==> src/rtl/jac_pkg.sv <==
// Shared definitions for the instruction fetch unit: default widths and FSM state encodings.
package jac_pkg;

    localparam int unsigned JAC_PC_WIDTH   = 8;
    localparam int unsigned JAC_DATA_WIDTH = 16;

    typedef enum logic [1:0] {
        IDLE   = 2'd0,
        RUN    = 2'd1,
        HOLD   = 2'd2,
        HALTED = 2'd3
    } fetch_state_e;

endpackage : jac_pkg

==> src/rtl/fetch_skid.sv <==
// One-entry skid buffer holding a fetched word and its address while the decoder stalls.
// Flush wins over load; a load in the same cycle as a pop replaces the entry.
module fetch_skid
    import jac_pkg::*;
#(
    parameter int unsigned PC_WIDTH   = JAC_PC_WIDTH,
    parameter int unsigned DATA_WIDTH = JAC_DATA_WIDTH
) (
    input  logic                  clk,
    input  logic                  res,
    input  logic                  load_i,
    input  logic                  pop_i,
    input  logic                  flush_i,
    input  logic [DATA_WIDTH-1:0] data_i,
    input  logic [PC_WIDTH-1:0]   pc_i,
    output logic [DATA_WIDTH-1:0] data_o,
    output logic [PC_WIDTH-1:0]   pc_o,
    output logic                  valid_o
);

    logic [DATA_WIDTH-1:0] data_q, data_d;
    logic [PC_WIDTH-1:0]   pc_q, pc_d;
    logic                  valid_q, valid_d;

    always_comb begin
        data_d  = data_q;
        pc_d    = pc_q;
        valid_d = valid_q;
        if (flush_i) begin
            valid_d = 1'b0;
        end else if (load_i) begin
            data_d  = data_i;
            pc_d    = pc_i;
            valid_d = 1'b1;
        end else if (pop_i) begin
            valid_d = 1'b0;
        end
    end

    always_ff @(posedge clk) begin
        if (res) begin
            data_q  <= '0;
            pc_q    <= '0;
            valid_q <= 1'b0;
        end else begin
            data_q  <= data_d;
            pc_q    <= pc_d;
            valid_q <= valid_d;
        end
    end

    assign data_o  = data_q;
    assign pc_o    = pc_q;
    assign valid_o = valid_q;

endmodule : fetch_skid

==> src/rtl/instr_fetch.sv <==
// Instruction fetch unit: sequential PC, one-cycle memory latency, ready/valid output with skid.
// Define JAC_REL_JMP_EN to add the jmp_rel input for instr_pc-relative jump targets.
module instr_fetch
    import jac_pkg::*;
#(
    parameter int unsigned PC_WIDTH   = JAC_PC_WIDTH,
    parameter int unsigned DATA_WIDTH = JAC_DATA_WIDTH
) (
    input  logic                  clk,
    input  logic                  res,
    output logic [PC_WIDTH-1:0]   pc,
    input  logic [DATA_WIDTH-1:0] ir,
    output logic [DATA_WIDTH-1:0] instr,
    output logic [PC_WIDTH-1:0]   instr_pc,
    output logic                  instr_valid,
    input  logic                  instr_ready,
    input  logic                  jmp_en,
    input  logic [PC_WIDTH-1:0]   jmp_addr,
`ifdef JAC_REL_JMP_EN
    input  logic                  jmp_rel,
`endif
    input  logic                  halt,
    output logic                  halted
);

    fetch_state_e state_q, state_d;

    logic [PC_WIDTH-1:0]   pc_q, pc_d;
    logic                  inf_v_q, inf_v_d;
    logic [PC_WIDTH-1:0]   inf_pc_q, inf_pc_d;
    logic [DATA_WIDTH-1:0] instr_q, instr_d;
    logic [PC_WIDTH-1:0]   instr_pc_q, instr_pc_d;
    logic                  valid_q, valid_d;
    logic                  halted_q, halted_d;

    logic                  stall_c;
    logic                  fetch_en_c;
    logic                  issue_c;
    logic [PC_WIDTH-1:0]   jmp_target_c;
    logic                  skid_load_c, skid_pop_c, skid_flush_c;
    logic                  skid_v;
    logic [DATA_WIDTH-1:0] skid_data;
    logic [PC_WIDTH-1:0]   skid_pc;

    assign stall_c = valid_q && !instr_ready;

    // Offset has the same width as the PC, so sign extension is the identity and the add wraps.
`ifdef JAC_REL_JMP_EN
    assign jmp_target_c = jmp_rel ? PC_WIDTH'(instr_pc_q + jmp_addr) : jmp_addr;
`else
    assign jmp_target_c = jmp_addr;
`endif

    always_comb begin
        state_d      = state_q;
        pc_d         = pc_q;
        inf_v_d      = 1'b0;
        inf_pc_d     = inf_pc_q;
        instr_d      = instr_q;
        instr_pc_d   = instr_pc_q;
        valid_d      = valid_q;
        fetch_en_c   = 1'b0;
        issue_c      = 1'b0;
        skid_load_c  = 1'b0;
        skid_pop_c   = 1'b0;
        skid_flush_c = 1'b0;

        case (state_q)
            IDLE: begin
                fetch_en_c = 1'b1;
                state_d    = RUN;
            end
            RUN: begin
                fetch_en_c = !halt;
                if (halt) begin
                    state_d = HALTED;
                end else if (stall_c && inf_v_q) begin
                    state_d = HOLD;
                end
            end
            HOLD: begin
                fetch_en_c = !halt;
                if (halt) begin
                    state_d = HALTED;
                end else if (!stall_c) begin
                    state_d = RUN;
                end
            end
            HALTED: begin
                fetch_en_c = 1'b0;
            end
            default: begin
                state_d = IDLE;
            end
        endcase

        // The address on pc counts as fetched only when it is allowed to advance.
        issue_c = fetch_en_c && !stall_c;
        if (issue_c) begin
            pc_d     = PC_WIDTH'(pc_q + PC_WIDTH'(1));
            inf_v_d  = 1'b1;
            inf_pc_d = pc_q;
        end

        // Output refill: the skid is older than the in-flight word, so it drains first.
        if (!stall_c) begin
            if (skid_v) begin
                instr_d    = skid_data;
                instr_pc_d = skid_pc;
                valid_d    = 1'b1;
                skid_pop_c = 1'b1;
            end else if (inf_v_q) begin
                instr_d    = ir;
                instr_pc_d = inf_pc_q;
                valid_d    = 1'b1;
            end else begin
                valid_d = 1'b0;
            end
        end
        skid_load_c = inf_v_q && (stall_c || skid_v);

        // A redirect discards every word already fetched and overrides stall and halt.
        if (jmp_en) begin
            state_d      = RUN;
            pc_d         = jmp_target_c;
            inf_v_d      = 1'b0;
            valid_d      = 1'b0;
            skid_flush_c = 1'b1;
            skid_load_c  = 1'b0;
            skid_pop_c   = 1'b0;
        end

        halted_d = (state_d == HALTED);
    end

    always_ff @(posedge clk) begin
        if (res) begin
            state_q    <= IDLE;
            pc_q       <= '0;
            inf_v_q    <= 1'b0;
            inf_pc_q   <= '0;
            instr_q    <= '0;
            instr_pc_q <= '0;
            valid_q    <= 1'b0;
            halted_q   <= 1'b0;
        end else begin
            state_q    <= state_d;
            pc_q       <= pc_d;
            inf_v_q    <= inf_v_d;
            inf_pc_q   <= inf_pc_d;
            instr_q    <= instr_d;
            instr_pc_q <= instr_pc_d;
            valid_q    <= valid_d;
            halted_q   <= halted_d;
        end
    end

    fetch_skid #(
        .PC_WIDTH   (PC_WIDTH),
        .DATA_WIDTH (DATA_WIDTH)
    ) u_skid (
        .clk     (clk),
        .res     (res),
        .load_i  (skid_load_c),
        .pop_i   (skid_pop_c),
        .flush_i (skid_flush_c),
        .data_i  (ir),
        .pc_i    (inf_pc_q),
        .data_o  (skid_data),
        .pc_o    (skid_pc),
        .valid_o (skid_v)
    );

    assign pc          = pc_q;
    assign instr       = instr_q;
    assign instr_pc    = instr_pc_q;
    assign instr_valid = valid_q;
    assign halted      = halted_q;

endmodule : instr_fetch

==> config.mk <==
export PLATFORM = sky130hd
export DESIGN_NAME = instr_fetch
export DESIGN_NICKNAME = d
export VERILOG_FILES = /design/src/rtl/jac_pkg.sv /design/src/rtl/fetch_skid.sv /design/src/rtl/instr_fetch.sv
export SDC_FILE = /design/constraint.sdc
export NUM_CORES = 1
export LEC_CHECK = 0
export ABC_AREA = 0
export CAP_MARGIN = 20
export CORE_MARGIN = 2
export CORE_UTILIZATION = 40
export CTS_BUF_LIST = sky130_fd_sc_hd__clkbuf_8
export DETAILED_ROUTE_END_ITERATION = 10
export PLACE_DENSITY = 0.67
export SYNTH_ARGS = -nofsm -noshare
export SYNTH_HDL_FRONTEND = slang
export SYNTH_HIERARCHICAL = 1
export SYNTH_SLANG_ARGS = --single-unit
==> constraint.sdc <==
create_clock -name clk -period 2.98 [get_ports clk]
set_input_delay 0.596 -clock clk [delete_from_list [all_inputs] [get_ports clk]]
set_output_delay 0.596 -clock clk [all_outputs]
set_load 0.05 [all_outputs]
### Yosys cells after proc, flatten, opt, wreduce, memory -nomap -nowiden

Cells that the tools add are included.

* add/subtract/negate cells: 1
* equality and inequality tests: 4
* muxes and demuxes: 23
* bitwise operators: 2
* reduce and logical (&&, ||, !) cells: 17

Operators by type and width (count)
* $mux W16: 2
* $mux W8: 4
* $mux W1: 10
* $mux W2: 5
* $add A8 B1 Y8 const B: 1
* $eq A2 B2 Y1 const B: 3
* $pmux W2 S3: 1
* $reduce_bool A2 Y1: 3
* $reduce_or A2 Y1: 3
* $logic_and A1 B1 Y1: 4
* $reduce_and A2 Y1: 2
* $logic_not A1 Y1: 3
* $pmux W1 S3: 1
* $eq A2 B1 Y1 const B: 1
* $logic_not A2 Y1: 1
* $not A1 Y1: 2
* $logic_or A1 B1 Y1: 1

* register bits after elaboration: 70
* input port bits: 29
* output and inout port bits: 34
* word-level logic and storage cells: 58

### Depth between registers and ports, before layout

* depth after elaboration: 8
* mapped depth: 7
* mapped depth without buffers: 6

### Hierarchy

The synthesis kept the hierarchy.

By module, submodules not included
* instr_fetch: times used 1, cells each 230, area an instance 2053.2 sq um, seq. area each 900.9 sq um
* fetch_skid: times used 1, cells each 112, area an instance 1203.7 sq um, seq. area each 500.5 sq um

### Worst setup path after synthesis

OpenSTA, ideal clock, no wires.

* path kind: register -> register
* from: reg state_q[0]
* to: reg pc_q[7], in the netlist pc[7]
* setup time: 0.091 ns
* arrival: 2.013 ns
* required time: 2.889 ns
* setup slack: 0.876 ns
* stages on the path, launching flop included: 7
* path buffers: 0
* period minus slack after synthesis: 2.104 ns
* cell sequence: dfxtp_1 -> inv_1 -> ha_1 -> mux2_4 -> or2_1 -> or4_1 -> a311oi_1

* word-level cells in the longest chain between the ends: 5
* elaborated cells on any way between the ends: 8

RTL lines
* start: declaration: RTL line instr_fetch.sv:26 `fetch_state_e state_q, state_d;`
* start signal: assignment: RTL line instr_fetch.sv:147 `state_q <= state_d;`
* $eq A2 B2 Y1 or $eq A2 B1 Y1 (tied branches): RTL line instr_fetch.sv:68 `case (state_q)`
* $reduce_or A2 Y1 (no line)
* $pmux W1 S3 *: RTL line instr_fetch.sv:68
* $logic_and A1 B1 Y1 *: RTL line instr_fetch.sv:98 `issue_c = fetch_en_c && !stall_c;`
* $reduce_bool A2 Y1 (no line) *
* end signal: assignment: RTL line instr_fetch.sv:148 `pc_q <= pc_d;`
* end: declaration: RTL line instr_fetch.sv:28 `logic [PC_WIDTH-1:0] pc_q, pc_d;`

Every way passes the cells marked *; elsewhere a longest branch is shown, timed or not.
A chain may end at the register's enable or synchronous reset.

### Final worst setup path

Ends and elaborated chain as after synthesis.

==> qor.txt <==
worst min-delay path class - flop to flop
layout cells sized above 1 - 0.1253
Yosys cell types - 42
worst-margin pin slew - 992.6 ps
DRC viols - 0
Nets - 428
syn nets - 376
worst path arrival time - 2690 ps
hpwl dp - 4.547 mm
Syn Std Cell Area - 3257 um^2
Final Max Slew Viols - 0
CP endpoint kind - flop
setup TNS - 0 ps
non-filler cells in the finished layout - 501
#FFs+latches synth - 70
remaining antenna violation count - 0
crit path kind - flop to flop
final hold viol count - 0
initial core utilization - 0.4171
Worst-path clk slew - 70 ps
die height - 94.24 um
Critical Path RT - 3230 ps
Post-Synth Adder-Cell Area - 0.01921
boundary pin count - 63
I/O Buffers - 62
row count - 32
hold_sp - u_skid/pc_o[7]
proportion of synthesized area in mux cells - 0.07837
compound-gate portion of the synthesized area - 0.1694
P_int - 0.001822 W
fin crit share - 0.8212
Switch Pwr - 0.0006166 W
DRT iter0 DRCs - 134
CP delay by family, top - simple AND/OR/NAND/NOR gates
hold endpoint - u_skid/pc_o[7]
drt total wl - 7.097 mm
drt via density - 5.234
First-pass DRT Iterations - 4
P_leak - 1.438 nW
startpoint types - flop
hold_buf cts - 0
DR WL/cell - 14.17 um
r2r setup slk - 530 ps
FMAX - 408.6 MHz
synth warn - 6
Layout Skew - 8.772 ps
Critical R2R Capture - pc[7]
maximum vdd drop - 0.0002950 V
Max Cap Viol - 0
largest family of logic cells by synthesized area - simple AND/OR/NAND/NOR gates
# setup viols final - 0
die width - 94.24 um
XOR/XNOR share of the synthesized area - 0.01345
Diodes inserted - 0
Worst path slowest cell - or4_1
GRT Util Overall - 0.1689
Comb power frac - 0.157
setup repair after global routing missed its margin - false
post-cts gate resize count - 0
Avg Cell Area, Syn - 9.523 um^2
crit-path cells - inv_1 > ha_1 > mux2_4 > or2_1 > or4_1 > a311oi_1
post-synthesis cell count - 342
worst r2r path cells - 6
sequential share of power - 0.416
status - finished, final reports clean
Post-synth ARST share - 0
number of synthesized flops with an enable pin - 0
crit-path max cell delay - 550 ps
Hold Crit Depth - 2
die area - 8880 um^2
core area - 7807 um^2
largest net degree at the start of global routing - 70
antenna violations before repair - 0
Inst Count DP - 485
TritonCTS clock tree - done
H-tree depth - 3
first-pass GRT wire length - 11.83 mm
RePlAce Congestion - 0.8373
gr ovfl total - 0
overall power - 0.002438 W
switching part of the total power - 0.2529
worst rel slew slack - 0.3367
CTS Sinks - 70
Syn-to-layout area delta - 29.43%
worst skew pair latency - 340 ps
Most used DFF post-synth - dfxtp_1
CTS max path bufs - 2
P per Cell Area - 578.4 nW/um^2
# fillers - 727
sequential share of the synthesized area - 0.4303
Clock Tree Root - clkbuf_8
via count - 2622
CTS Buf Count - 9
fin crit period - 2447 ps
Clock power frac - 0.427
vias in the first global route - 2520
setup bufs post-CTS - 0
RR Startpoint - state_q[0]
Crit path buffers/inverters - 1
crit path max fanout - 12
Post-Synth Simple-Gate Area - 0.2459
## cells in the final DEF (no fill, tap or decap), types with 2 or more instances in the layout
cell type and instances:
o21ai_1 4, bufinv_16 4, ha_1 5, inv_1 4, nor2b_1 4, nand2_1 20, nand3_1 2, nor3_1 3
o21a_1 2, a211oi_1 29, nand2b_1 24, a311oi_1 2, xnor2_1 5, nand4bb_1 24, nor2_1 39, o21ai_2 20
nor3b_1 2, buf_4 7, clkdlybuf4s50_1 61, a21oi_1 10, mux2i_1 24, nand4_1 2, clkbuf_8 11, dfxtp_1 69
## worst max path at each step
stage,start,to,slack [ps],depth (start not counted)
5_1_grt,state_q[0],pc[7],400,6
2_1_floorplan,state_q[0],pc[7],880,6
3_3_place_gp,halt,pc[7],390,5
4_1_cts,state_q[0],pc[7],530,6
6_report,state_q[0],pc[7],530,6
3_5_place_dp,halt,pc[7],330,5
## routing by layer
metal,vias up,part of all wire,track usage
li1,1339,-,-
met1,1212,0.47,0.2184
met2,61,0.47,0.2714
met3,10,0.044,0.02970
met4,0,0.017,0.08213
met5,-,0,0
## flip-flops by register name, indices dropped and copies added (netlist names), 2 cells and up
| name | cells |
|---|---|
| instr | 16 |
| u_skid/pc_o | 8 |
| pc | 8 |
| u_skid/data_o | 16 |
| instr_pc | 8 |
| state_q | 2 |
| inf_pc_q | 8 |
## kinds of logic after synthesis
logic type,count (synthesis)
adder cells (fa/ha/maj),5
buffers and inverters,32
XOR/XNOR,5
AO/OA/AOI/OAI,74
multiplexers,25
AND/OR/NAND/NOR,131
flip-flops,70
## worst min-delay path, stage by stage, from the launching register on
cell and delay [ps]:
dfxtp_1 310, nand2b_1 70, o21ai_1 50
## cell type report
| type | instances | area [um^2] | share of cell area |
|---|---|---|---|
| clock inverters | 5 | 128.9 | 0.03057 |
| well taps | 102 | 127.6 | 0.03028 |
| multi-input cells | 240 | 1722 | 0.4084 |
| repair buffers | 69 | 668.1 | 0.1585 |
| clock buffers | 11 | 151.4 | 0.03592 |
| flip-flops and latches | 70 | 1403 | 0.3327 |
| inverters | 4 | 15.01 | 0.003562 |
## power groups by stage
stage                     clock network, W  registers, W  logic, W
after floorplan                          0       0.00114  0.000134
after global placement                   0       0.00103  0.000381
after detailed placement                 0       0.00104  0.000384
after CTS                          0.00107       0.00101  0.000386
after global routing               0.00110       0.00102  0.000412
final                              0.00104       0.00101  0.000383
## stage by stage
| stage | worst slack, ps | hold WS (ps) | utilization | cell area, um^2 |
|---|---|---|---|---|
| after floorplan | 876.0 | 441.9 | - | 3257 |
| after global placement | 388.8 | 451.6 | 0.5040 | 3935 |
| after detailed placement | 327.9 | 457.9 | 0.5040 | 3935 |
| after CTS | 534.4 | 469.6 | 0.5399 | 4215 |
| after global routing | 397.9 | 493.3 | 0.5399 | 4215 |
| final | 532.9 | 468.8 | 0.5399 | 4215 |
## cells in the mapped netlist (2+ instances only)
cell | number | area share
nor2_1 | 40 | 0.046
nand3_1 | 2 | 0.0031
a311oi_1 | 2 | 0.0054
a211oi_1 | 29 | 0.067
o21a_1 | 2 | 0.0046
inv_1 | 4 | 0.0046
xnor2_1 | 5 | 0.013
nand2_1 | 20 | 0.023
buf_6 | 2 | 0.0069
o21ai_2 | 20 | 0.054
nand2b_1 | 24 | 0.046
buf_2 | 5 | 0.0077
nor3_1 | 3 | 0.0046
clkbuf_1 | 18 | 0.021
dfxtp_1 | 70 | 0.43
nand4_1 | 2 | 0.0038
mux2i_1 | 24 | 0.074
o21ai_1 | 4 | 0.0061
nor3b_1 | 2 | 0.0046
nand4bb_1 | 24 | 0.083
ha_1 | 5 | 0.019
nor2b_1 | 4 | 0.0077
a21oi_1 | 10 | 0.015
buf_1 | 3 | 0.0035
Note: power is estimated with default switching activity, not from simulation.
